[src/rtl/chi_link_pkg.sv]
// Shared CHI link-layer definitions: link FSM states, REQ flit field positions
// and credit limits used by the TX channel controllers.
package chi_link_pkg;

  typedef enum logic [1:0] {
    LINK_STOP       = 2'd0,
    LINK_ACTIVATE   = 2'd1,
    LINK_RUN        = 2'd2,
    LINK_DEACTIVATE = 2'd3
  } link_state_e;

  localparam int REQ_QOS_LSB    = 0;
  localparam int REQ_QOS_MSB    = 3;
  localparam int REQ_TGTID_LSB  = 4;
  localparam int REQ_TGTID_MSB  = 14;
  localparam int REQ_SRCID_LSB  = 15;
  localparam int REQ_SRCID_MSB  = 25;
  localparam int REQ_TXNID_LSB  = 26;
  localparam int REQ_TXNID_MSB  = 37;
  localparam int REQ_OPCODE_LSB = 62;
  localparam int REQ_OPCODE_MSB = 68;

  localparam logic [6:0] REQ_OPC_LCRDRETURN = 7'd0;
  localparam int         CHI_MAX_CRD        = 15;

endpackage

[src/rtl/chi_flit_fifo.sv]
// Synchronous flit FIFO with full/empty flags and a registered read port:
// pop_data holds the popped entry from the cycle after pop.
module chi_flit_fifo #(
  parameter int DEPTH = 4,
  parameter int WIDTH = 154
) (
  input  logic             clk,
  input  logic             rst,
  input  logic             push,
  input  logic [WIDTH-1:0] push_data,
  input  logic             pop,
  output logic [WIDTH-1:0] pop_data,
  output logic             full,
  output logic             empty
);

  localparam int AW = $clog2(DEPTH);

  logic [WIDTH-1:0] mem [DEPTH];
  logic [AW-1:0]    wr_ptr_reg;
  logic [AW-1:0]    rd_ptr_reg;
  logic [AW:0]      count_reg;
  logic [WIDTH-1:0] pop_data_reg;
  logic             do_push;
  logic             do_pop;

  assign full     = (count_reg == (AW+1)'(DEPTH));
  assign empty    = (count_reg == '0);
  assign do_push  = push && !full;
  assign do_pop   = pop && !empty;
  assign pop_data = pop_data_reg;

  // Storage has no reset so it maps onto RAM; only pointers are cleared.
  always_ff @(posedge clk) begin
    if (do_push) mem[wr_ptr_reg] <= push_data;
  end

  always_ff @(posedge clk) begin
    if (rst) begin
      wr_ptr_reg   <= '0;
      rd_ptr_reg   <= '0;
      count_reg    <= '0;
      pop_data_reg <= '0;
    end else begin
      if (do_push) wr_ptr_reg <= wr_ptr_reg + 1'b1;
      if (do_pop) begin
        rd_ptr_reg   <= rd_ptr_reg + 1'b1;
        pop_data_reg <= mem[rd_ptr_reg];
      end
      if (do_push && !do_pop)      count_reg <= count_reg + 1'b1;
      else if (do_pop && !do_push) count_reg <= count_reg - 1'b1;
    end
  end

endmodule

[src/rtl/chi_txreq_link_ctrl.sv]
// CHI TX REQ link-layer transmitter: link activation FSM, L-credit accounting,
// request buffering and credit return on deactivation. Optional perf counters
// are built when CHI_TXREQ_PERF_EN is defined.
module chi_txreq_link_ctrl
  import chi_link_pkg::*;
#(
  parameter int DEPTH   = 4,
  parameter int MAX_CRD = CHI_MAX_CRD,
  parameter int FLIT_W  = 154
) (
  input  logic              clk,
  input  logic              rst,
  input  logic              link_en,
  input  logic              in_valid,
  output logic              in_ready,
  input  logic [FLIT_W-1:0] in_flit,
  output logic              TXLINKACTIVEREQ,
  input  logic              TXLINKACTIVEACK,
  input  logic              TXREQLCRDV,
  output logic              TXREQFLITPEND,
  output logic              TXREQFLITV,
  output logic [FLIT_W-1:0] TXREQFLIT,
  output logic [3:0]        crd_cnt,
  output logic [1:0]        link_state,
  output logic              crd_ovf,
  output logic [31:0]       perf_sent,
  output logic [31:0]       perf_stall
);

  link_state_e       state_reg, state_next;
  logic [3:0]        crd_cnt_reg;
  logic              crd_ovf_reg;
  logic              pend_reg;
  logic              flitv_reg;
  logic              proto_reg;
  logic              send;
  logic              pop;
  logic              grant;
  logic              fifo_full;
  logic              fifo_empty;
  logic [FLIT_W-1:0] fifo_dout;
  logic [FLIT_W-1:0] lcrd_flit;

  chi_flit_fifo #(.DEPTH(DEPTH), .WIDTH(FLIT_W)) u_fifo (
    .clk       (clk),
    .rst       (rst),
    .push      (in_valid),
    .push_data (in_flit),
    .pop       (pop),
    .pop_data  (fifo_dout),
    .full      (fifo_full),
    .empty     (fifo_empty)
  );

  assign in_ready = !fifo_full;
  assign grant    = TXREQLCRDV && (state_reg != LINK_STOP);

  always_comb begin
    send = 1'b0;
    pop  = 1'b0;
    if (state_reg == LINK_RUN) begin
      send = !fifo_empty && (crd_cnt_reg != '0);
      pop  = send;
    end else if (state_reg == LINK_DEACTIVATE) begin
      send = (crd_cnt_reg != '0);
    end
  end

  always_comb begin
    state_next = state_reg;
    case (state_reg)
      LINK_STOP:       if (link_en) state_next = LINK_ACTIVATE;
      LINK_ACTIVATE:   if (TXLINKACTIVEACK) state_next = LINK_RUN;
      LINK_RUN:        if (!link_en) state_next = LINK_DEACTIVATE;
      LINK_DEACTIVATE: if (!TXLINKACTIVEACK && crd_cnt_reg == '0 && !flitv_reg)
                         state_next = LINK_STOP;
      default:         state_next = LINK_STOP;
    endcase
  end

  always_ff @(posedge clk) begin
    if (rst) begin
      state_reg   <= LINK_STOP;
      crd_cnt_reg <= '0;
      crd_ovf_reg <= 1'b0;
      pend_reg    <= 1'b0;
      flitv_reg   <= 1'b0;
      proto_reg   <= 1'b0;
    end else begin
      state_reg <= state_next;
      pend_reg  <= (state_next == LINK_RUN) || (state_next == LINK_DEACTIVATE);
      flitv_reg <= send;
      proto_reg <= pop;
      // A grant and a spend in the same cycle cancel out.
      if (grant && !send) begin
        if (crd_cnt_reg == 4'(MAX_CRD)) crd_ovf_reg <= 1'b1;
        else                            crd_cnt_reg <= crd_cnt_reg + 1'b1;
      end else if (send && !grant) begin
        crd_cnt_reg <= crd_cnt_reg - 1'b1;
      end
    end
  end

  always_comb begin
    lcrd_flit = '0;
    lcrd_flit[REQ_OPCODE_MSB:REQ_OPCODE_LSB] = REQ_OPC_LCRDRETURN;
  end

  assign TXLINKACTIVEREQ = (state_reg == LINK_ACTIVATE) || (state_reg == LINK_RUN);
  assign TXREQFLITPEND   = pend_reg;
  assign TXREQFLITV      = flitv_reg;
  assign TXREQFLIT       = !flitv_reg ? '0 : (proto_reg ? fifo_dout : lcrd_flit);
  assign crd_cnt         = crd_cnt_reg;
  assign crd_ovf         = crd_ovf_reg;
  assign link_state      = state_reg;

`ifdef CHI_TXREQ_PERF_EN
  logic [31:0] perf_sent_reg;
  logic [31:0] perf_stall_reg;

  always_ff @(posedge clk) begin
    if (rst) begin
      perf_sent_reg  <= '0;
      perf_stall_reg <= '0;
    end else begin
      if (pop) perf_sent_reg <= perf_sent_reg + 1'b1;
      if (state_reg == LINK_RUN && !fifo_empty && crd_cnt_reg == '0)
        perf_stall_reg <= perf_stall_reg + 1'b1;
    end
  end

  assign perf_sent  = perf_sent_reg;
  assign perf_stall = perf_stall_reg;
`else
  assign perf_sent  = '0;
  assign perf_stall = '0;
`endif

endmodule
[config.mk]
export PLATFORM = sky130hd
export DESIGN_NAME = chi_txreq_link_ctrl
export DESIGN_NICKNAME = d
export VERILOG_FILES = /design/src/rtl/chi_link_pkg.sv /design/src/rtl/chi_flit_fifo.sv /design/src/rtl/chi_txreq_link_ctrl.sv
export SDC_FILE = /design/constraint.sdc
export NUM_CORES = 1
export LEC_CHECK = 0
export CAP_MARGIN = 20
export CORE_ASPECT_RATIO = 1.1
export CORE_UTILIZATION = 25
export DETAILED_ROUTE_END_ITERATION = 7
export HOLD_SLACK_MARGIN = 0.1
export SETUP_SLACK_MARGIN = 0.3
export SYNTH_ARGS = -nofsm -noshare
export SYNTH_HDL_FRONTEND = slang
export SYNTH_SLANG_ARGS = --single-unit
[constraint.sdc]
create_clock -name clk -period 15.2 [get_ports clk]
set_clock_uncertainty 0.05 [all_clocks]
set_input_delay 1.52 -clock clk [delete_from_list [all_inputs] [get_ports clk]]
set_output_delay 1.52 -clock clk [all_outputs]
set_load 0.02 [all_outputs]
==> flow_summary_export.csv, run 1 <==
group,metric,value,unit
logic_synthesis,syn-instance-count,1833,
sta,period_needed,4.67,ns
sta,finalHoldViolCount,0,
logic_synthesis,synth.top_cell.area_share,0.616,
detailed_routing,drt_iter0_markers,1153,
clocking,clock_sinks,786,
logic_synthesis,synth_area,30000,µm²
logic_synthesis,synth-seq-cells,786,
clocking,clk_pin_slew,0.06,ns
logic_synthesis,yosysSeqAreaShare,0.729,
finish,final_util,0.313,
critical_path,path_cells,"buf_4 > and3_1 > clkdlybuf4s50_1",
clocking,cts_tree,"done",
sta,setup_ws,10.53,ns
power_and_ir_drop,p_total,0.00486,W
power_and_ir_drop,clkPwrFrac,0.427,
critical_path,crit_path_end_kind,"primary output",
power_and_ir_drop,p_per_area,130,nW/µm²
clocking,postCtsHoldBufs,0,
die,ioPinCount,389,
sta,drv_slew,0,
sta,max_freq,214,MHz
global_route,grt_pass1_vias,15900,
run,drv_cap,0,
sta,rsz0062_at_grt,"false",
global_route,grt_max_degree,127,
die,die_y,366,µm
power_and_ir_drop,power.internal,0.00379,W
critical_path,reg2regPathDepth,5,
global_route,grt_pass1_wl,104000,µm
clocking,cts_resized,0,
clocking,insertion_delay,0.69,ns
finish,area_growth,24.5,%
critical_path,crit_cells,3,
placed_design,pre_cts_slack,10.33,ns
sta,finalSetupViolations,0,
critical_path,start_kind,"flop",
critical_path,worstSetupPathType,"flop to primary output",
die,die-area,122000,µm²
logic_synthesis,yosysWarnings,0,
global_route,grt-ovfl-total,0,
sta,tightest_slew,1.01,ns
sta,relSlewSlack,0.329,
logic_synthesis,yosysTopAreaCell,"edfxtp_1",
detailed_routing,wire_per_inst,18.9,µm
run_status,outcome,"complete, no violations",
critical_path,worstPathMaxFanout,80,
power_and_ir_drop,p_sw,0.00106,W
finish,num-fill-cells,11700,
clocking,ctsLongestPathBuffers,3,
critical_path,cp_top_family,"buffers and inverters",
finish,nets,2313,
hold_path,hold_depth,2,
clocking,h-tree-depth,3,
critical_path,worstPathRequired,13.63,ns
logic_synthesis,synth.area.top_cells,"edfxtp_1 (62%), mux4_2 (12%), dfxtp_1 (11%), nand2_1 (3.9%), and3_1 (3.2%)",
hold_path,worstHoldPathType,"flop to flop",
critical_path,crit_arrival,3.10,ns
global_route,grt.total_usage,0.115,
die,initial_utilization,0.252,
die,core-area,119000,µm²
critical_path,cpPeakStageDelay,0.79,ns
finish,largest_register_ffs,616,
detailed_routing,route.detailed.drc,0,
power_and_ir_drop,power_frac_comb,0.058,
logic_synthesis,ys_types,43,
finish,drive_above_1_share,0.146,
logic_synthesis,async_flop_share,0,
detailed_routing,firstDrtPassIters,4,
logic_synthesis,syn_avg_cell_area,16.4,µm²
logic_synthesis,yosys-top-cells-count,"edfxtp_1 (616), nand2_1 (311), dfxtp_1 (170), a21oi_1 (158)",
detailed_routing,drtAntennaViolNets,0,
clocking,cts_root_buf,"clkbuf_16",
global_route,antenna_found_initial,12,
detailed_routing,num_vias,16100,
sta,period_share,0.308,
clocking,post_cts_buffers,0,
critical_path,cp_slowest_cell,"dfxtp_4",
placed_design,dp_hpwl,42500,µm
clocking,numCtsBuffers,84,
logic_synthesis,synth_most_common_cell,"edfxtp_1",
detailed_routing,viasPerCell,4.28,
power_and_ir_drop,leakagePower,12.2,nW
power_and_ir_drop,ir_drop,0.0776,mV
placed_design,io_buffers,324,
die,rows,133,
placed_design,gp_congestion,0.737,
sta,tns,0,ns
detailed_routing,drt_wl_total,70900,µm
power_and_ir_drop,seq_power_share,0.515,
power_and_ir_drop,swShare,0.219,
critical_path,path_buf_inv,2,
logic_synthesis,ys.flop_type,"edfxtp_1",
logic_synthesis,synth-edff-count,616,
die,die_w,332,µm
kinds of logic (layout without fill, tap and decap cells):
| family | Yosys count | after routing | share of synthesized area |
|---|---|---|---|
| XOR/XNOR | 6 | 6 | 0.00175 |
| AND/OR/NAND/NOR | 504 | 504 | 0.0784 |
| buffers and inverters | 193 | 506 | 0.0367 |
| adder cells (fa/ha/maj) | 14 | 14 | 0.00633 |
| flip-flops | 786 | 786 | 0.729 |
| AO/OA/AOI/OAI | 167 | 167 | 0.0292 |
| multiplexers | 162 | 162 | 0.118 |
| other | 1 | 66 | 0.000125 |
worst min-delay path: cells and delay by family (launching register included):
| kind | cells | cell delay, ns |
|---|---|---|
| flops | 1 | 0.30 |
| compound gates | 1 | 0.05 |
| simple gates | 1 | 0.05 |
final cells by class:
| class | count | area [µm²] | area share |
|---|---|---|---|
| sequential | 786 | 21900 | 0.586 |
| inverter | 6 | 27.5 | 0.000736 |
| antenna | 2 | 5.00 | 0.000134 |
| tap | 1552 | 1940 | 0.0519 |
| multi-input combinational | 917 | 7280 | 0.195 |
| clock inverter | 55 | 599 | 0.0160 |
| clock buffer | 101 | 2220 | 0.0593 |
| timing repair buffer | 344 | 3410 | 0.0913 |
power groups by stage:
stage	Clock (W)	Sequential, W	Combinational (W)
2_1_floorplan	0	0.00256	0.000174
3_3_place_gp	0	0.00254	0.000289
3_5_place_dp	0	0.00255	0.000292
4_1_cts	0.00214	0.00250	0.000293
5_1_grt	0.00222	0.00251	0.000310
6_report	0.00207	0.00250	0.000284
cell usage in the layout, fill, tap and decap left out, types with 4 or more instances in the layout:
master             n
nor2_1            15
clkinv_2          17
clkinvlp_4         5
bufinv_16          9
edfxtp_1         616
and3_1           154
mux4_2           154
clkbuf_1          13
conb_1            64
buf_4             19
nand2_1          311
ha_1              12
clkdlybuf4s50_1  323
and2_4             4
nor2b_1            5
clkinv_1          13
clkbuf_16         85
dfxtp_1          166
inv_1              5
dfxtp_4            4
mux2i_1            5
a21oi_1          158
metal layers:
layer / GRT usage / vias to the layer above / share of wire
met5: 0 / - / 0.0017
met4: 0.0486 / 18 / 0.028
met3: 0.0303 / 108 / 0.057
met2: 0.187 / 427 / 0.48
met1: 0.145 / 8134 / 0.43
li1: - / 7431 / -
worst paths after layout:
path | startpoint | to | slack, ns
worst min-delay path | u_fifo.pop_data[14]$_SDFFE_PP0P_ | u_fifo.pop_data[14]$_SDFFE_PP0P_ | 0.40
worst min register to register | u_fifo.pop_data[14]$_SDFFE_PP0P_ | u_fifo.pop_data[14]$_SDFFE_PP0P_ | 0.40
worst max register to register | u_fifo.rd_ptr_reg[0]$_SDFFE_PP0P_ | u_fifo.pop_data[78]$_SDFFE_PP0P_ | 11.65
worst max-delay path | TXREQFLITV$_SDFF_PP0_ | TXREQFLIT[137] | 10.53
metrics by stage:
step,cells,hold slack (ns),instance area (µm²)
2_1_floorplan,1896,0.382,30300
3_3_place_gp,3604,0.392,34600
3_5_place_dp,3604,0.392,34600
4_1_cts,3760,0.400,37400
5_1_grt,3763,0.412,37400
6_report,3763,0.401,37400
No activity file was read; power rests on OpenSTA's default activity.
==> inputs of run 2 (changes only) <==
clock period = 3.95 ns   (was 15.2 ns; I/O delays follow)
==> flow_summary_export.csv, run 2 (synthesized netlist as in run 1, its figures left out) <==
group,metric,value,unit
finish,register_area,21900,µm²
power_and_ir_drop,power.internal,0.0151,W
sta,finalHoldViolCount,0,
die,core-area,119000,µm²
placed_design,dp.cells,3641,
placed_design,postPlaceCellArea,35200,µm²
power_and_ir_drop,seq_power_share,0.496,
hold_path,worstHoldPathType,"input pin to flop",
clocking,cts_tree,"done",
clocking,insertion_delay,0.70,ns
die,die-area,122000,µm²
sta,relSlewSlack,0.411,
power_and_ir_drop,p_sw,0.00422,W
global_route,grt_pass1_vias,16700,
finish,stdcell_count,3803,
finish,largest_register_ffs,616,
finish,area_growth,27.4,%
sta,holdWs,0.274,ns
power_and_ir_drop,leakagePower,12.6,nW
critical_path,start_kind,"flop",
critical_path,rrSetupSlack,0.95,ns
run_status,outcome,"complete, no violations",
detailed_routing,drtAntennaViolNets,0,
detailed_routing,viasPerCell,4.36,
run,drv_cap,0,
sta,finalSetupViolations,0,
finish,num-fill-cells,11600,
detailed_routing,firstDrtPassIters,5,
global_route,grt.total_usage,0.123,
clocking,post_cts_buffers,0,
sta,tns,0,ns
critical_path,crit_path_end_kind,"primary output",
critical_path,worstPathMaxFanout,61,
finish,stdcell_area,38300,µm²
global_route,grt-ovfl-total,0,
sta,rsz0062_at_grt,"false",
sta,period_share,0.835,
placed_design,io_buffers,324,
global_route,antenna_found_initial,12,
power_and_ir_drop,power_frac_comb,0.062,
detailed_routing,route.detailed.drc,0,
critical_path,worstSetupPathType,"flop to primary output",
detailed_routing,drt_wl_total,75200,µm
power_and_ir_drop,clkPwrFrac,0.442,
critical_path,crit_arrival,2.85,ns
global_route,grt_pass1_wl,111000,µm
clocking,postCtsHoldBufs,1,
detailed_routing,drt_iter0_markers,1026,
power_and_ir_drop,p_per_area,506,nW/µm²
placed_design,gp_congestion,0.722,
die,die_y,366,µm
critical_path,worstPathRequired,3.50,ns
finish,final_common_cell,"edfxtp_1",
clocking,cts_resized,0,
clocking,clk_pin_slew,0.06,ns
detailed_routing,wire_per_inst,19.8,µm
detailed_routing,num_vias,16600,
finish,nets,2350,
clocking,numCtsBuffers,84,
sta,drv_slew,0,
die,initial_utilization,0.252,
finish,layout_common_cells,"edfxtp_1 (616), clkdlybuf4s50_1 (323), nand2_1 (311)",
global_route,grt_max_degree,94,
sta,tightest_slew,0.883,ns
sta,period_needed,3.30,ns
finish,multi_input_area,7280,µm²
clocking,clock_sinks,786,
clocking,h-tree-depth,3,
clocking,cts_root_buf,"clkbuf_16",
finish,drive_above_1_share,0.162,
clocking,ctsLongestPathBuffers,3,
finish,final_util,0.321,
power_and_ir_drop,ir_drop,0.303,mV
die,rows,133,
die,die_w,332,µm
placed_design,dp_hpwl,45300,µm
die,ioPinCount,389,
sta,max_freq,303,MHz
power_and_ir_drop,swShare,0.218,
[run 2: routing by layer]
metal	vias up	wire length (µm)	track usage
li1	7510	-	-
met5	-	126	0
met1	8479	31400	0.152
met2	453	36900	0.203
met3	124	4730	0.0336
met4	20	2070	0.0497
[run 2: area by class of cell]
type	count	share of cell area
Sequential cell	786	0.573
Clock buffer	110	0.0596
Tap cell	1552	0.0508
Multi-Input combinational cell	917	0.190
Clock inverter	47	0.0200
Inverter	6	0.000719
Timing Repair Buffer	381	0.106
Antenna cell	4	0.000262
[run 2: power groups by stage]
stage               logic (W)  registers, W  clock network (W)
CTS                   0.00123       0.00962            0.00882
global route          0.00129       0.00965            0.00915
detailed placement    0.00122       0.00979                  0
global placement      0.00122       0.00977                  0
finish                0.00119       0.00961            0.00856
floorplan            0.000671       0.00979                  0
[run 2: metrics by stage]
step	total power [W]	setup WS [ns]
floorplan	0.0105	0.635
global placement	0.0110	0.994
detailed placement	0.0110	0.972
CTS	0.0197	0.573
global route	0.0201	0.527
finish	0.0194	0.653
[run 2: worst paths after layout]
| path | startpoint | to | cells past startpoint |
|---|---|---|---|
| setup / recovery | proto_reg$_SDFF_PP0_ | TXREQFLIT[148] | 3 |
| hold / removal | in_flit[40] | u_fifo.mem[1][40]$_DFFE_PP_ | 1 |
| setup reg to reg | link_state[0]$_SDFF_PP0_ | crd_cnt[3]$_SDFFE_PP0P_ | 10 |
| hold reg to reg | u_fifo.pop_data[130]$_SDFFE_PP0P_ | u_fifo.pop_data[130]$_SDFFE_PP0P_ | 2 |
[run 2: critical path: stages, from the launching register on]
cell and delay, ns:
dfxtp_4 0.80, buf_12 0.31, and3_1 0.29, clkdlybuf4s50_1 0.64
